$ cat config.mk
export PLATFORM = sky130hd
export DESIGN_NAME = hyperspace_io_bridge
export DESIGN_NICKNAME = d
export VERILOG_FILES = /design/src/rtl/hyperspace_io_pkg.sv /design/src/rtl/stream_fifo.sv /design/src/rtl/hyperspace_io_bridge.sv
export SDC_FILE = /design/constraint.sdc
export NUM_CORES = 1
export LEC_CHECK = 0
export CAP_MARGIN = 15
export CORE_ASPECT_RATIO = 1.4
export CORE_MARGIN = 3
export CORE_UTILIZATION = 40
export CTS_BUF_LIST = sky130_fd_sc_hd__clkbuf_2 sky130_fd_sc_hd__clkbuf_4 sky130_fd_sc_hd__clkbuf_8
export DETAILED_ROUTE_END_ITERATION = 6
export GPL_TIMING_DRIVEN = 0
export PLACE_DENSITY = 0.75
export SLEW_MARGIN = 25
export SYNTH_ARGS = -nofsm -noshare
export SYNTH_HDL_FRONTEND = slang
export SYNTH_SLANG_ARGS = --single-unit
$ cat constraint.sdc
create_clock -name clock -period 1.92 [get_ports clock]
set_input_delay 0.192 -clock clock [delete_from_list [all_inputs] [get_ports clock]]
set_output_delay 0.192 -clock clock [all_outputs]
set_load 0.02 [all_outputs]
$ cat src/rtl/hyperspace_io_pkg.sv
// hyperspace_io_pkg
// Shared definitions for the HyperSpace pad bridge: the mprj_io pin
// assignment and the fixed pad output-enable pattern that goes with it.
// io_oeb is active-low, so a 0 marks a pad the bridge drives.
package hyperspace_io_pkg;

    localparam int IO_W         = 38;

    localparam int IN_DATA_MSB  = 37;
    localparam int IN_DATA_LSB  = 30;
    localparam int IN_LAST      = 29;
    localparam int IN_VALID     = 28;
    localparam int IN_READY     = 27;
    localparam int OUT_READY    = 26;
    localparam int OUT_VALID    = 25;
    localparam int OUT_LAST     = 24;
    localparam int OUT_DATA_MSB = 23;
    localparam int OUT_DATA_LSB = 8;

    // Pads [37:28] are inputs, 27 output, 26 input, [25:8] outputs, and
    // [7:0] are inputs left to the management SoC.
    localparam logic [IO_W-1:0] IO_OEB = {10'h3FF, 1'b0, 1'b1, 18'h0, 8'hFF};

endpackage

$ cat src/rtl/stream_fifo.sv
// stream_fifo
// Synchronous circular-buffer FIFO with occupancy count. The head entry is
// presented combinationally on pop_data whenever count is non-zero.
// Ports:
//   clock, RSTB       clock and synchronous active-high reset (flushes)
//   push, push_data   write an entry (ignored while full)
//   pop, pop_data     remove the head entry (ignored while empty)
//   count             number of stored entries, 0..DEPTH
module stream_fifo #(
    parameter int WIDTH = 9,
    parameter int DEPTH = 4
) (
    input  logic                     clock,
    input  logic                     RSTB,
    input  logic                     push,
    input  logic [WIDTH-1:0]         push_data,
    input  logic                     pop,
    output logic [WIDTH-1:0]         pop_data,
    output logic [$clog2(DEPTH):0]   count
);

    localparam int PTR_W = $clog2(DEPTH);
    localparam int CNT_W = PTR_W + 1;

    logic [WIDTH-1:0] mem [DEPTH];
    logic [PTR_W-1:0] wr_ptr;
    logic [PTR_W-1:0] rd_ptr;
    logic [CNT_W-1:0] count_q;
    logic             do_push;
    logic             do_pop;

    assign do_push  = push && (count_q != CNT_W'(DEPTH));
    assign do_pop   = pop && (count_q != '0);
    assign pop_data = mem[rd_ptr];
    assign count    = count_q;

    // Storage is not reset; a flush only clears pointers and count.
    always_ff @(posedge clock) begin
        if (do_push) begin
            mem[wr_ptr] <= push_data;
        end
    end

    // DEPTH is a power of two, so the pointers wrap on natural overflow.
    always_ff @(posedge clock) begin
        if (RSTB) begin
            wr_ptr  <= '0;
            rd_ptr  <= '0;
            count_q <= '0;
        end else begin
            if (do_push) begin
                wr_ptr <= wr_ptr + 1'b1;
            end
            if (do_pop) begin
                rd_ptr <= rd_ptr + 1'b1;
            end
            case ({do_push, do_pop})
                2'b10:   count_q <= count_q + 1'b1;
                2'b01:   count_q <= count_q - 1'b1;
                default: count_q <= count_q;
            endcase
        end
    end

endmodule

$ cat src/rtl/hyperspace_io_bridge.sv
// hyperspace_io_bridge
// Pad-side stream bridge between mprj_io and the HyperSpace DSP core.
// Ports:
//   clock, RSTB              clock and synchronous active-high reset
//   io_in/io_out/io_oeb      Caravel pad values and active-low enables
//   m_data/m_valid/m_last    buffered input stream to the core (m_ready in)
//   s_data/s_valid/s_last    result stream from the core (s_ready out)
//   rx_frames, tx_frames     completed-frame counters, wrapping
// The input path pushes pin beats into a small FIFO; the output path is an
// output register backed by one skid register.
module hyperspace_io_bridge
    import hyperspace_io_pkg::*;
#(
    parameter int FIFO_DEPTH = 4,
    parameter int IN_W       = 8,
    parameter int OUT_W      = 16
) (
    input  logic             clock,
    input  logic             RSTB,
    input  logic [37:0]      io_in,
    output logic [37:0]      io_out,
    output logic [37:0]      io_oeb,
    output logic [IN_W-1:0]  m_data,
    output logic             m_valid,
    output logic             m_last,
    input  logic             m_ready,
    input  logic [OUT_W-1:0] s_data,
    input  logic             s_valid,
    input  logic             s_last,
    output logic             s_ready,
    output logic [15:0]      rx_frames,
    output logic [15:0]      tx_frames
);

    localparam int CNT_W = $clog2(FIFO_DEPTH) + 1;

    logic             in_ready_q;
    logic             push;
    logic             pop;
    logic [IN_W:0]    push_data;
    logic [IN_W:0]    head;
    logic [CNT_W-1:0] fifo_count;
    logic [CNT_W-1:0] count_next;

    logic             out_valid_q, out_valid_n;
    logic             out_last_q,  out_last_n;
    logic [OUT_W-1:0] out_data_q,  out_data_n;
    logic             skid_valid_q, skid_valid_n;
    logic             skid_last_q,  skid_last_n;
    logic [OUT_W-1:0] skid_data_q,  skid_data_n;
    logic             s_ready_q;
    logic             s_accept;
    logic             pin_xfer;
    logic             out_free;

    logic             unused_pins;

    assign io_oeb      = IO_OEB;
    assign unused_pins = ^{io_in[IN_READY], io_in[OUT_VALID:0]};

    // ---------------- input path ----------------

    // Pin data arrives bit-reversed: core bit i comes from pad 37-i.
    always_comb begin
        push_data       = '0;
        push_data[IN_W] = io_in[IN_LAST];
        for (int i = 0; i < IN_W; i++) begin
            push_data[i] = io_in[IN_DATA_MSB - i];
        end
    end

    assign push       = io_in[IN_VALID] && in_ready_q;
    assign m_valid    = (fifo_count != '0);
    assign pop        = m_valid && m_ready;
    assign m_data     = head[IN_W-1:0];
    assign m_last     = head[IN_W];
    assign count_next = fifo_count + CNT_W'(push) - CNT_W'(pop);

    stream_fifo #(
        .WIDTH (IN_W + 1),
        .DEPTH (FIFO_DEPTH)
    ) u_in_fifo (
        .clock     (clock),
        .RSTB      (RSTB),
        .push      (push),
        .push_data (push_data),
        .pop       (pop),
        .pop_data  (head),
        .count     (fifo_count)
    );

    // Ready looks at the post-edge occupancy, so it can never admit a beat
    // the FIFO has no room for.
    always_ff @(posedge clock) begin
        if (RSTB) begin
            in_ready_q <= 1'b0;
            rx_frames  <= '0;
        end else begin
            in_ready_q <= (count_next < CNT_W'(FIFO_DEPTH));
            if (push && io_in[IN_LAST]) begin
                rx_frames <= rx_frames + 16'd1;
            end
        end
    end

    // ---------------- output path ----------------

    assign s_ready  = s_ready_q;
    assign s_accept = s_valid && s_ready_q;
    assign pin_xfer = out_valid_q && io_in[OUT_READY];
    assign out_free = !out_valid_q || pin_xfer;

    // The output register refills from skid first to keep order; a core
    // beat only lands in skid when the output register is stuck. Skid can
    // never be full while s_ready is high, so no beat is lost.
    always_comb begin
        out_valid_n  = out_valid_q;
        out_last_n   = out_last_q;
        out_data_n   = out_data_q;
        skid_valid_n = skid_valid_q;
        skid_last_n  = skid_last_q;
        skid_data_n  = skid_data_q;
        if (out_free) begin
            if (skid_valid_q) begin
                out_valid_n  = 1'b1;
                out_last_n   = skid_last_q;
                out_data_n   = skid_data_q;
                skid_valid_n = 1'b0;
            end else begin
                out_valid_n = s_accept;
                if (s_accept) begin
                    out_last_n = s_last;
                    out_data_n = s_data;
                end
            end
        end else if (s_accept) begin
            skid_valid_n = 1'b1;
            skid_last_n  = s_last;
            skid_data_n  = s_data;
        end
    end

    always_ff @(posedge clock) begin
        if (RSTB) begin
            out_valid_q  <= 1'b0;
            out_last_q   <= 1'b0;
            out_data_q   <= '0;
            skid_valid_q <= 1'b0;
            skid_last_q  <= 1'b0;
            skid_data_q  <= '0;
            s_ready_q    <= 1'b0;
            tx_frames    <= '0;
        end else begin
            out_valid_q  <= out_valid_n;
            out_last_q   <= out_last_n;
            out_data_q   <= out_data_n;
            skid_valid_q <= skid_valid_n;
            skid_last_q  <= skid_last_n;
            skid_data_q  <= skid_data_n;
            s_ready_q    <= !skid_valid_n;
            if (pin_xfer && out_last_q) begin
                tx_frames <= tx_frames + 16'd1;
            end
        end
    end

    // ---------------- pad outputs ----------------

    always_comb begin
        io_out                              = '0;
        io_out[IN_READY]                    = in_ready_q;
        io_out[OUT_VALID]                   = out_valid_q;
        io_out[OUT_LAST]                    = out_last_q;
        io_out[OUT_DATA_MSB:OUT_DATA_LSB]   = out_data_q;
    end

endmodule

# ---- Word-level counts from Yosys, hierarchy flattened
# Memories as Yosys holds them, arrays and structs flattened. A register that Yosys moved wholly into a read port is not among the register bits.
# Cells that the tools add are included.
dict set report op_classes {
  n_addsub 8
  magnitude_cmp 1
  n_eq_ne 3
  muxes 12
  n_bitwise 1
  n_reduce_logical 16
}
# operator count
set op_table {}
lappend op_table {{16-bit by 1-bit adder with 16-bit output, second input constant} 2}
lappend op_table {{16-bit two-way mux} 2}
lappend op_table {{1-bit logical AND} 8}
lappend op_table {{1-bit two-way mux} 7}
lappend op_table {{3-bit case mux with 2 select lines} 1}
lappend op_table {{2-bit by 1-bit adder with 2-bit output, second input constant} 2}
lappend op_table {{2-bit two-way mux} 2}
lappend op_table {{2-bit AND reduction} 2}
lappend op_table {{2-bit nonzero test} 2}
lappend op_table {{3-bit by 1-bit adder with 3-bit output} 1}
lappend op_table {{3-bit by 1-bit adder with 3-bit output, second input constant} 1}
lappend op_table {{3-bit < comparator, second input constant} 1}
lappend op_table {{3-bit inequality test, second input constant} 1}
lappend op_table {{3-bit nonzero test} 1}
lappend op_table {{3-bit by 1-bit subtractor with 3-bit output} 1}
lappend op_table {{3-bit by 1-bit subtractor with 3-bit output, second input constant} 1}
lappend op_table {{2-bit by 1-bit == test with 1-bit output, second input constant} 1}
lappend op_table {{2-bit == test, second input constant} 1}
lappend op_table {{1-bit zero test} 2}
lappend op_table {{1-bit logical OR} 1}
lappend op_table {{1-bit inverter} 1}
dict set report word_totals {
  ff_bits 77
  ram_bits 36
  in_bits 59
  output_inout_bits 119
  word_cells 55
  n_memories 1
}
# name depth word_bits read_ports rd_ports_with_merged_regs write_ports line_no
set memory_table {}
lappend memory_table {u_in_fifo.mem 4 9 1 1 1 stream_fifo.sv:25} ;# logic [WIDTH-1:0] mem [DEPTH];

# ---- Depth between registers and ports, before layout
dict set report depth {
  ltp_word 5
  mapped_depth 9
  ltp_nobuf 9
}

# ---- Hierarchy
# A second synthesis with hierarchy kept.
dict set report hier_totals {
  cells_unflattened 497
  area_unflattened_um2 5183.7
}
# mod n_inst cells_each area_each_um2 seq_area_each_um2
set modules_own_cells {}
lappend modules_own_cells {hyperspace_io_bridge 1 400 3394.5 1401.3}
lappend modules_own_cells {stream_fifo 1 97 1789.2 1261.2}

# ---- Worst setup path after synthesis
# No wires, ideal clock.
dict set report synth_path {
  path_type {register to register}
  from {reg u_in_fifo.count_q[1], in the netlist u_in_fifo.count[1]}
  to {reg u_in_fifo.count_q[2], in the netlist u_in_fifo.count[2]}
  setup_time_ns 0.070
  t_arrival_ns 1.852
  required_time_ns 1.850
  setup_slack_ns -0.003
  stages_incl_launch_ff 10
  path_buffers 0
  synth_period_minus_slack_ns 1.923
  cell_sequence {dfxtp_1 -> inv_1 -> a31oi_1 -> inv_1 -> ha_1 -> inv_1 -> fa_1 -> xor2_1 -> or3_1 -> a21oi_1}
}
dict set report synth_via {
  elab_chain_len 5
  word_cells_on_any_way 11
  cone_classes {2 x add/sub; 3 x eq/ne; 1 x mux; 5 x reduce/logical}
}
# element line_no
set synth_rtl {}
lappend synth_rtl {{start, declared} stream_fifo.sv:28} ;# logic [CNT_W-1:0] count_q;
lappend synth_rtl {{start signal, assigned} stream_fifo.sv:58} ;# 2'b10: count_q <= count_q + 1'b1;
lappend synth_rtl {{start signal, assigned} stream_fifo.sv:59} ;# 2'b01: count_q <= count_q - 1'b1;
lappend synth_rtl {{start signal, assigned} stream_fifo.sv:60} ;# default: count_q <= count_q;
lappend synth_rtl {{3-bit nonzero test} {stream_fifo.sv:33, hyperspace_io_bridge.sv:73}}
lappend synth_rtl {{1-bit logical AND} hyperspace_io_bridge.sv:74} ;# assign pop = m_valid && m_ready;
lappend synth_rtl {{1-bit logical AND} stream_fifo.sv:33} ;# assign do_pop = pop && (count_q != '0);
lappend synth_rtl {{2-bit by 1-bit == test with 1-bit output / 2-bit == test (equally long branches)} stream_fifo.sv:57} ;# case ({do_push, do_pop})
lappend synth_rtl {{3-bit case mux with 2 select lines / 2-bit nonzero test (equally long branches)} --}
# Several ways; a longest one is shown, not always the timed one.
# A chain may end at the register's enable or synchronous reset.

# ---- Worst setup path in the final report
dict set report layout_path {
  from {reg u_in_fifo.count_q[1], in the netlist u_in_fifo.count[1]}
  to {reg u_in_fifo.count_q[2], in the netlist u_in_fifo.count[2]}
}
dict set report layout_via {
  elab_chain_len 5
  word_cells_on_any_way 11
  cone_classes {2 x add/sub; 3 x eq/ne; 1 x mux; 5 x reduce/logical}
}
# element line_no
set layout_rtl {}
lappend layout_rtl {{3-bit nonzero test *} {stream_fifo.sv:33, hyperspace_io_bridge.sv:73}}
lappend layout_rtl {{1-bit logical AND} hyperspace_io_bridge.sv:74}
lappend layout_rtl {{1-bit logical AND *} stream_fifo.sv:33}
lappend layout_rtl {{named net u_in_fifo.do_pop} stream_fifo.sv:30} ;# logic do_pop;
lappend layout_rtl {{2-bit by 1-bit == test with 1-bit output / 2-bit == test (equally long branches)} stream_fifo.sv:57}
lappend layout_rtl {{3-bit case mux with 2 select lines / 2-bit nonzero test (equally long branches)} --}
# The timed path passes the listed nets; every way through them passes the cells marked *.

==> reports/results.ini <==
[timing]
fin_setup_tns_ns=0
setup_viol=0
skew_ns=0.00980
finalHoldViolations=0
max_freq_ghz=0.536
fin_ws_ns=0.0528
tightestPinTransition_ns=0.551
rsz0062_at_grt=true
fin_crit_ns=1.87
finalCritPeriodShare_pct=97.3
max_slew_margin_pct=63.3
report.final.slew_viol_count=0

[floorplanning]
die_area_sq_mm=0.0144
core_area_sq_mm=0.0125
die_w_um=102
start_util_pct=41.5
num_rows=48
io_pins=178
fp.dieH_um=141

[finish]
fin_nets=740
diodes=0
area_growth_pct=34.8
nFillCells=1104
stdcell_count=834
drive_gt1_share_pct=21.2
fin_util_pct=55.9

[global_routing]
grt_max_degree=17
track_usage_pct=16.3
overflow=0
antenna_found_initial=0
grt_pass1_vias=3937
grt_pass1_wl_um=18700

[clock_tree]
cts_tree=built
htree_levels=4
cts_num_sinks=115
cts_inserted_buffers=17
cts_root_buf=clkbuf_8
clk_pin_slew_ns=0.07
insertion_delay_ns=0.42
cts_buffer_depth=2

[hold_path]
min_delay_path_depth=3
hold_path.class=in2reg

[logic_synthesis]
postSynthAreaPerCell_sq_um=10.4
ys_types=39
synthTopCellsByArea=dfxtp_1 31%, edfxtp_1 21%, buf_4 8.7%, nor2_1 4.1%, mux4_2 3.9%
async_flop_share_pct=0
synth_top_cell_by_area=dfxtp_1
synth.most_common_cell=dfxtp_1
synth_top_area_share_pct=30.5
syn_inst=499
synth_top_flop_cell=dfxtp_1
synth_warnings=0
synth_edf_count=36
yosysSeqAreaShare_pct=51.4
synth_area_sq_mm=0.00518
synth_common_cells=79 x dfxtp_1, 60 x buf_4, 56 x nor2_1, 43 x nand2_1, 36 x edfxtp_1
synth-seq-cells=115

[setup_path]
worstRegToRegCells=7
startpoint_type=flip-flop
critPathMaxFanout=5
endpoint_kind=flip-flop
required_ns=2.26
path_class=reg2reg
arrival_ns=2.21

[routing]
drt_iter0_drc=119
routed_wl_um=11700
drc=0
vias_per_cell=4.71
detail-route-antenna-nets=0
dr.pass1.iters=4
wl_per_cell_um=14.0
via_count=3931

[place]
gp_congestion=0.821
io_buffer_count=92
dp_slack_ns=-0.382
placed_cells=796
hpwl_um=8480

[power]
p_leak_nw=2.67
p_per_area_mw_per_mm2=957
irDropWorstVdd_v=0.000568

[status]
outcome=completed

[job]
maxCapViolCount=0

through the flow:
stage / instance area [sq um] / power [mW] / hold WS [ns]
final: 6980 / 6.68 / 0.252
after global routing: 6980 / 7.02 / 0.290
after CTS: 6980 / 6.67 / 0.269
after detailed placement: 6500 / 4.32 / 0.446
after global placement: 6500 / 4.27 / 0.440
after floorplan: 5390 / 3.81 / 0.291
placed cells by master, fill, tap and decap left out, drive strengths merged, types with 4 or more instances in the layout:
cell	n
ha	9
o21ai	8
and2	6
dfxtp	79
nor2b	4
and3	6
clkinv	8
mux2i	19
nand4	11
clkbuf	28
conb	57
nand3	15
xor2	15
buf	88
a21oi	30
inv	12
xnor2	11
nand2	43
mux4	9
or3	10
edfxtp	36
a211oi	17
nor2	56
clkdlybuf4s50	82
registers in the layout (all words and copies together) (netlist names), 2 cells and up, named ones only:
name,flops
out_data_q,16
u_in_fifo.rd_ptr,2
u_in_fifo.mem,36
rx_frames,16
u_in_fifo.count,3
u_in_fifo.wr_ptr,2
skid_data_q,16
tx_frames,16
area by class of cell:
class / count / area (sq um) / area share [%]
Clock inverter: 14 / 161 / 2.31
Inverter: 10 / 42.5 / 0.609
Sequential cell: 115 / 2680 / 38.3
Multi-Input combinational cell: 345 / 2180 / 31.2
Tap cell: 150 / 188 / 2.69
Buffer: 82 / 552 / 7.90
Timing Repair Buffer: 100 / 945 / 13.5
Clock buffer: 18 / 241 / 3.46
per-layer routing:
metal	share of wire, %	vias to the layer above	wire length [um]	track usage [%]
li1	-	1952	-	-
met1	39	1843	4570	18.0
met2	53	120	6230	29.1
met3	6.2	16	717	5.64
met4	1.2	0	143	4.63
met5	0	-	0	0
worst paths after layout:
kind / slack [ns] / startpoint / end
worst max register to register: 0.05 / u_in_fifo.count[1] / u_in_fifo.count[2]
worst min register to register: 0.45 / skid_data_q[7] / skid_data_q[7]
worst min-delay path: 0.25 / RSTB / tx_frames[13]
worst max-delay path: 0.05 / u_in_fifo.count[1] / u_in_fifo.count[2]
cell families (layout without fill, tap and decap cells):
kind of cell    after synthesis  in the layout  synth area share, %
other cells                   2             57                0.145
xor+xnor                     26             26                 4.40
mux                          31             31                 8.23
compound gates               59             59                 6.74
simple gates                162            162                 15.1
buf+inv                      94            224                 11.4
flops                       115            115                 51.4
fa+ha+maj                    10             10                 2.56
worst max-delay path: stages, from the launching register on:
cell and delay (ns):
dfxtp_4 0.38, o31a_1 0.21, ha_4 0.16, inv_1 0.05
fa_2 0.33, xor2_1 0.15, or3_1 0.39, a21oi_2 0.12
repair_timing:
item | 4_1_cts | 5_1_grt
gates resized for setup | 41 | 19
hold buffers | 0 | 0
cloned | 1 | 0
pin swaps | 2 | 5
setup buffers | 4 | 3
setup endpoints to repair | 12 | 14
power breakdown:
group	internal [mW]	switching [mW]	leakage, nW
Combinational	0.757	0.824	1.49
Sequential	2.69	0.127	0.970
Clock	1.29	0.994	0.208
Power figures use the tool's default switching activity.
